## config.mk

```make
export PLATFORM = sky130hd
export DESIGN_NAME = seg7_scan_driver
export DESIGN_NICKNAME = d
export VERILOG_FILES = /design/src/rtl/seg7_pkg.sv /design/src/rtl/seg7_glyph_decoder.sv /design/src/rtl/seg7_scan_driver.sv
export SDC_FILE = /design/constraint.sdc
export NUM_CORES = 1
export LEC_CHECK = 0
export ABC_AREA = 1
export CORE_MARGIN = 2
export CORE_UTILIZATION = 58
export CTS_CLUSTER_DIAMETER = 50
export CTS_CLUSTER_SIZE = 25
export DETAILED_ROUTE_END_ITERATION = 8
export PLACE_DENSITY = 0.95
export SYNTH_ARGS = -nofsm -noshare
export SYNTH_HDL_FRONTEND = slang
export SYNTH_SLANG_ARGS = --single-unit
```

## constraint.sdc

```tcl
create_clock -name clock -period 2.6 [get_ports clock]
set_input_delay 0.52 -clock clock [delete_from_list [all_inputs] [get_ports clock]]
set_output_delay 0.52 -clock clock [all_outputs]
set_load 0.01 [all_outputs]
```

## src/rtl/seg7_pkg.sv

```systemverilog
// Shared glyph constants, scan state encoding and leading-zero helper.
// Pure declarations, no logic of its own.
// Glyphs are active-high {g,f,e,d,c,b,a}; output polarity is applied by the top.
package seg7_pkg;

    localparam int MAX_DIGITS = 8;

    localparam logic [6:0] GLYPH_0    = 7'h3F;
    localparam logic [6:0] GLYPH_1    = 7'h06;
    localparam logic [6:0] GLYPH_2    = 7'h5B;
    localparam logic [6:0] GLYPH_3    = 7'h4F;
    localparam logic [6:0] GLYPH_4    = 7'h66;
    localparam logic [6:0] GLYPH_5    = 7'h6D;
    localparam logic [6:0] GLYPH_6    = 7'h7D;
    localparam logic [6:0] GLYPH_7    = 7'h07;
    localparam logic [6:0] GLYPH_8    = 7'h7F;
    localparam logic [6:0] GLYPH_9    = 7'h6F;
    localparam logic [6:0] GLYPH_A    = 7'h77;
    localparam logic [6:0] GLYPH_B    = 7'h7C;
    localparam logic [6:0] GLYPH_C    = 7'h39;
    localparam logic [6:0] GLYPH_D    = 7'h5E;
    localparam logic [6:0] GLYPH_E    = 7'h79;
    localparam logic [6:0] GLYPH_F    = 7'h71;
    localparam logic [6:0] GLYPH_DASH = 7'h40;

    typedef enum logic {
        SHOW  = 1'b0,
        BLANK = 1'b1
    } scan_state_t;

    // Bit i set when nibbles MAX_DIGITS-1..i are all zero; bit 0 is never set.
    // Callers with fewer digits zero-pad the upper nibbles.
    function automatic logic [MAX_DIGITS-1:0] lz_mask(input logic [4*MAX_DIGITS-1:0] nibbles);
        logic all_zero;
        lz_mask  = '0;
        all_zero = 1'b1;
        for (int i = MAX_DIGITS - 1; i >= 1; i--) begin
            all_zero   = all_zero & (nibbles[4*i +: 4] == 4'h0);
            lz_mask[i] = all_zero;
        end
    endfunction

endpackage

```

## src/rtl/seg7_glyph_decoder.sv

```systemverilog
// Nibble to active-high 7-segment glyph, hex or decimal-with-dash mode.
// Latency: combinational.
// Backpressure: none.
module seg7_glyph_decoder
    import seg7_pkg::*;
(
    input  logic [3:0] nibble,
    input  logic       hex_mode,
    output logic [6:0] glyph
);

    // In decimal mode nibbles 10..15 are not numerals, so they render as a dash.
    always_comb begin
        glyph = GLYPH_DASH;
        case (nibble)
            4'h0: glyph = GLYPH_0;
            4'h1: glyph = GLYPH_1;
            4'h2: glyph = GLYPH_2;
            4'h3: glyph = GLYPH_3;
            4'h4: glyph = GLYPH_4;
            4'h5: glyph = GLYPH_5;
            4'h6: glyph = GLYPH_6;
            4'h7: glyph = GLYPH_7;
            4'h8: glyph = GLYPH_8;
            4'h9: glyph = GLYPH_9;
            4'hA: glyph = hex_mode ? GLYPH_A : GLYPH_DASH;
            4'hB: glyph = hex_mode ? GLYPH_B : GLYPH_DASH;
            4'hC: glyph = hex_mode ? GLYPH_C : GLYPH_DASH;
            4'hD: glyph = hex_mode ? GLYPH_D : GLYPH_DASH;
            4'hE: glyph = hex_mode ? GLYPH_E : GLYPH_DASH;
            4'hF: glyph = hex_mode ? GLYPH_F : GLYPH_DASH;
        endcase
    end

endmodule

```

## src/rtl/seg7_scan_driver.sv

```systemverilog
// Multiplexed N-digit 7-segment scanner with blank gap, LZ blanking and decimal points.
// Latency: 1 clock from index/shadow/mode change to seg/dp/digit_en.
// Backpressure: none; load captures unconditionally on every edge it is high.
module seg7_scan_driver
    import seg7_pkg::*;
#(
    parameter int NUM_DIGITS     = 4,
    parameter int SCAN_DIV       = 1000,
    parameter int BLANK_CYCLES   = 2,
    parameter bit SEG_ACTIVE_LOW = 1'b1,
    parameter bit DIG_ACTIVE_LOW = 1'b1
) (
    input  logic                    clock,
    input  logic                    reset_n,
    input  logic                    load,
    input  logic [4*NUM_DIGITS-1:0] val,
    input  logic [NUM_DIGITS-1:0]   dp_in,
    input  logic                    hex_mode,
    input  logic                    blank_lz,
    output logic [6:0]              seg,
    output logic                    dp,
    output logic [NUM_DIGITS-1:0]   digit_en,
    output logic                    scan_tick
);

    localparam int PRE_W = $clog2(SCAN_DIV);
    localparam int IDX_W = (NUM_DIGITS > 1) ? $clog2(NUM_DIGITS) : 1;

    // "Off" patterns double as XOR masks that apply output polarity.
    localparam logic [6:0]            SEG_OFF = {7{SEG_ACTIVE_LOW}};
    localparam logic                  DP_OFF  = SEG_ACTIVE_LOW;
    localparam logic [NUM_DIGITS-1:0] EN_OFF  = {NUM_DIGITS{DIG_ACTIVE_LOW}};

    scan_state_t             state;
    logic [PRE_W-1:0]        prescaler;
    logic [IDX_W-1:0]        index;
    logic [7:0]              blank_cnt;
    logic [4*NUM_DIGITS-1:0] shadow;
    logic [NUM_DIGITS-1:0]   dp_shadow;

    logic [NUM_DIGITS-1:0]   en_sel;
    logic [3:0]              cur_nibble;
    logic                    cur_dp;
    logic [MAX_DIGITS-1:0]   lz_vec;
    logic                    lz_cur;
    logic [6:0]              glyph;
    logic [6:0]              glyph_lit;
    logic                    dp_lit;
    logic [NUM_DIGITS-1:0]   en_lit;
    logic                    term;
    logic                    last_idx;
    logic                    blank_done;

    seg7_glyph_decoder u_glyph (
        .nibble   (cur_nibble),
        .hex_mode (hex_mode),
        .glyph    (glyph)
    );

    // Select the active digit's nibble, dp request and leading-zero flag.
    always_comb begin
        en_sel     = '0;
        cur_nibble = 4'h0;
        cur_dp     = 1'b0;
        for (int i = 0; i < NUM_DIGITS; i++) begin
            if (int'(index) == i) begin
                en_sel[i]  = 1'b1;
                cur_nibble = shadow[4*i +: 4];
                cur_dp     = dp_shadow[i];
            end
        end
        lz_vec = lz_mask((4*MAX_DIGITS)'(shadow));
        lz_cur = |(lz_vec & MAX_DIGITS'(en_sel));
    end

    // Active-high next output image; BLANK turns everything off.
    always_comb begin
        glyph_lit = 7'h00;
        dp_lit    = 1'b0;
        en_lit    = '0;
        if (state == SHOW) begin
            glyph_lit = (blank_lz && lz_cur) ? 7'h00 : glyph;
            dp_lit    = cur_dp;
            en_lit    = en_sel;
        end
    end

    assign term       = (prescaler == PRE_W'(SCAN_DIV - 1));
    assign last_idx   = (index == IDX_W'(NUM_DIGITS - 1));
    assign blank_done = (blank_cnt == 8'(BLANK_CYCLES - 1));

    // Scan FSM, prescaler, digit index and registered outputs.
    always_ff @(posedge clock) begin
        if (!reset_n) begin
            state     <= SHOW;
            prescaler <= '0;
            index     <= '0;
            blank_cnt <= '0;
            seg       <= SEG_OFF;
            dp        <= DP_OFF;
            digit_en  <= EN_OFF;
            scan_tick <= 1'b0;
        end else begin
            seg       <= glyph_lit ^ SEG_OFF;
            dp        <= dp_lit ^ DP_OFF;
            digit_en  <= en_lit ^ EN_OFF;
            scan_tick <= 1'b0;
            case (state)
                SHOW: begin
                    if (term) begin
                        prescaler <= '0;
                        index     <= last_idx ? '0 : index + 1'b1;
                        scan_tick <= 1'b1;
                        if (BLANK_CYCLES != 0) begin
                            state     <= BLANK;
                            blank_cnt <= '0;
                        end
                    end else begin
                        prescaler <= prescaler + 1'b1;
                    end
                end
                BLANK: begin
                    if (blank_done) begin
                        state <= SHOW;
                    end else begin
                        blank_cnt <= blank_cnt + 1'b1;
                    end
                end
                default: state <= SHOW;
            endcase
        end
    end

    // Shadow registers; a held load simply recaptures every edge.
    always_ff @(posedge clock) begin
        if (!reset_n) begin
            shadow    <= '0;
            dp_shadow <= '0;
        end else if (load) begin
            shadow    <= val;
            dp_shadow <= dp_in;
        end
    end

endmodule
```

==> results by group <==
Outcome
  – Status: complete, no violations

Placement
  – Placed inst area: 0.002992 mm^2
  – Pre-CTS setup slack: 0.6078 ns
  – IO Port Bufs: 37
  – Dpl hpwl: 4194 um
  – RD Place Congestion: 0.9630

Timing
  – Hold Vio Cnt, Final: 0
  – Max Fclk: 0.5162 GHz
  – Count of pins over their slew limit: 0
  – Hold slack: 0.4665 ns
  – Final setup violation count: 0
  – Final min period: 1.937 ns
  – Unrepaired setup endpoints after global routing: no
  – Setup TNS: 0 ns
  – Worst-margin pin slew: 0.7154 ns
  – Setup Skew: 0.007915 ns
  – Slew margin rel.: 52.25%
  – Setup WS post-layout: 0.6627 ns
  – Final period util: 74.51%

Synthesis
  – EDFF count, synth: 0
  – Post-synthesis cell count: 356
  – Synth Flop Type: dfxtp_1
  – Synthesized area per cell: 7.237 um^2
  – Sequential area share after synthesis: 41.96%
  – Unique masters post-synth: 37
  – Syn_nets: 388
  – Register bit total from synthesis: 54
  – Synth warn: 0
  – Cell Area, Synth: 0.002576 mm^2
  – Post-synth top area cell: dfxtp_1
  – Yosys top cell area share: 41.96%
  – Area contributors post-synth: dfxtp_1 42%, nand2_1 9.2%, nor2_1 8.9%, o21ai_0 5.4%, a21oi_1 5.2%
  – FFs w/ async S/R, synth: 0%

CTS
  – Total CTS buffers: 5
  – Clock Pin Slew Worst Setup and Hold Paths: 0.09 ns
  – H-tree depth: 2
  – CTS tree: built
  – Clock root cell: clkbuf_8
  – TritonCTS sink count: 54
  – Clk_lat worst skew: 0.32 ns
  – CTS max path bufs: 2
  – # Post-CTS Setup Buffers: 0
  – Post-cts resize count: 0
  – Hold_buf cts: 0

Detailed routing
  – DR pass1 iterations: 5
  – WL/cell: 12.94 um
  – DRT iter0 DRCs: 158
  – Remaining DRCs: 0
  – Remaining antenna violation count after routing: 0
  – Via count: 2,406
  – Vias per Instance: 5.383
  – Total Routed Length: 5786 um

Floorplanning
  – Row Count: 24
  – I/O pins: 38
  – Die Y: 70.65 um
  – DIE WIDTH: 70.65 um
  – Die area: 0.004991 mm^2
  – Initial Util: 59.58%
  – Core Region: 0.004324 mm^2

Finish
  – Nets: 426
  – Most frequent cells in the layout: 63 x nand2_1, 61 x nor2_1, 54 x dfxtp_1, 37 x clkdlybuf4s50_1, 34 x inv_1
  – Fin area: 0.003104 mm^2
  – Layout cells sized above 1: 9.367%
  – # fillers: 339
  – Commonest non-fill, non-tap cell in the layout: nand2_1
  – Antenna cell count: 0
  – Area grow syn2layout: 20.50%

Pwr
  – Power Density: 539.2 mW/mm^2
  – P_leak: 1.322 nW
  – Worst VDD drop: 478.9 uV
  – Final Power: 0.001674 W

GRT
  – Pin count of the biggest net entering global routing: 27
  – Vias in the first global route: 2,316
  – Grt ovf: 0
  – First-pass GRT wire length: 10,140 um
  – Antenna violations before repair: 0
  – GRT Total Usage: 25.13%

Worst setup path
  – Crit Path Class: register to register
  – Max FO, Critical Path: 8
  – CP Capture Type: register
  – CP required: 2.80 ns
  – Arrival time worst endpoint: 2.14 ns
  – Startpoint types: register

Hold path
  – Hold/Removal Path Class: register to register

Job
  – MaxCap Viol Count: 0
==> layer usage <==
| metal | vias up | wire length [um] | global-route usage, % |
|---|---|---|---|
| met5 | - | 0 | 0 |
| met4 | 0 | 97 | 7.966 |
| met3 | 12 | 326 | 6.410 |
| met2 | 72 | 2850 | 43.08 |
| met1 | 1098 | 2510 | 31.12 |
| li1 | 1224 | - | - |
==> sequential cells by signal, summed over array words and instances, names as in the netlist <==
name / count
dp: 1
shadow: 16
blank_cnt: 8
digit_en: 4
seg: 7
dp_shadow: 4
state: 1
index: 2
scan_tick: 1
prescaler: 10
==> Yosys cell counts (2+ instances only) <==
cell type  instances
nand2_1           63
nor2_1            61
dfxtp_1           54
inv_1             34
o21ai_0           28
a21oi_1           27
nand3_1           21
ha_1               7
clkbuf_1           5
nor3_1             5
nand2_2            4
nand3b_1           4
nor4_1             4
inv_2              3
nor2_2             3
o21ai_1            3
or2_2              3
xor2_1             3
a21oi_2            2
buf_4              2
nand3_2            2
nand4_1            2
xnor2_1            2
==> power breakdown <==
| group | switching, W | internal [W] | total (W) |
|---|---|---|---|
| logic | 0.000112 | 0.000104 | 0.000216 |
| registers | 0.0000210 | 0.000866 | 0.000887 |
| clock network | 0.000281 | 0.000289 | 0.000570 |
| total | 0.000414 | 0.00126 | 0.00167 |
==> kinds of logic after synthesis <==
kind of cell	Yosys count	synth area share, %
AO/OA/AOI/OAI	66	14.28
buffers and inverters	47	7.285
XOR/XNOR	5	1.700
AND/OR/NAND/NOR	177	31.37
adder cells (fa/ha/maj)	7	3.400
flip-flops	54	41.96
==> critical path: stages (launching register included) <==
cell and delay (ns):
dfxtp_1 0.42, ha_1 0.42, inv_2 0.16, nor2_1 0.17, inv_1 0.08, nand2_1 0.14, nor2_2 0.06, nor2_1 0.15
nand3b_1 0.15, nand3_1 0.09
==> layout make-up <==
| type | count | area (um^2) | share of cell area (%) |
|---|---|---|---|
| multi-input cells | 255 | 1308 | 42.12 |
| flip-flops and latches | 54 | 1081 | 34.82 |
| repair buffers | 40 | 392.9 | 12.66 |
| inverters | 38 | 145.1 | 4.676 |
| clock buffers | 5 | 68.82 | 2.217 |
| well taps | 52 | 65.06 | 2.096 |
| clock inverters | 3 | 43.79 | 1.411 |
==> metrics by stage <==
step	utilization, %	instances
CTS	71.79	447
detailed placement	69.18	439
global route	71.79	447
global placement	69.18	439
finish	71.79	447
floorplan	-	356
==> worst paths after layout <==
path             start        end  slack [ns]  cells past startpoint
min reg2reg  shadow[4]  shadow[4]        0.47                      2
min          shadow[4]  shadow[4]        0.47                      2
max           index[0]     seg[6]        0.66                      9
max reg2reg   index[0]     seg[6]        0.66                      9
No activity file was read; power rests on OpenSTA's default activity.
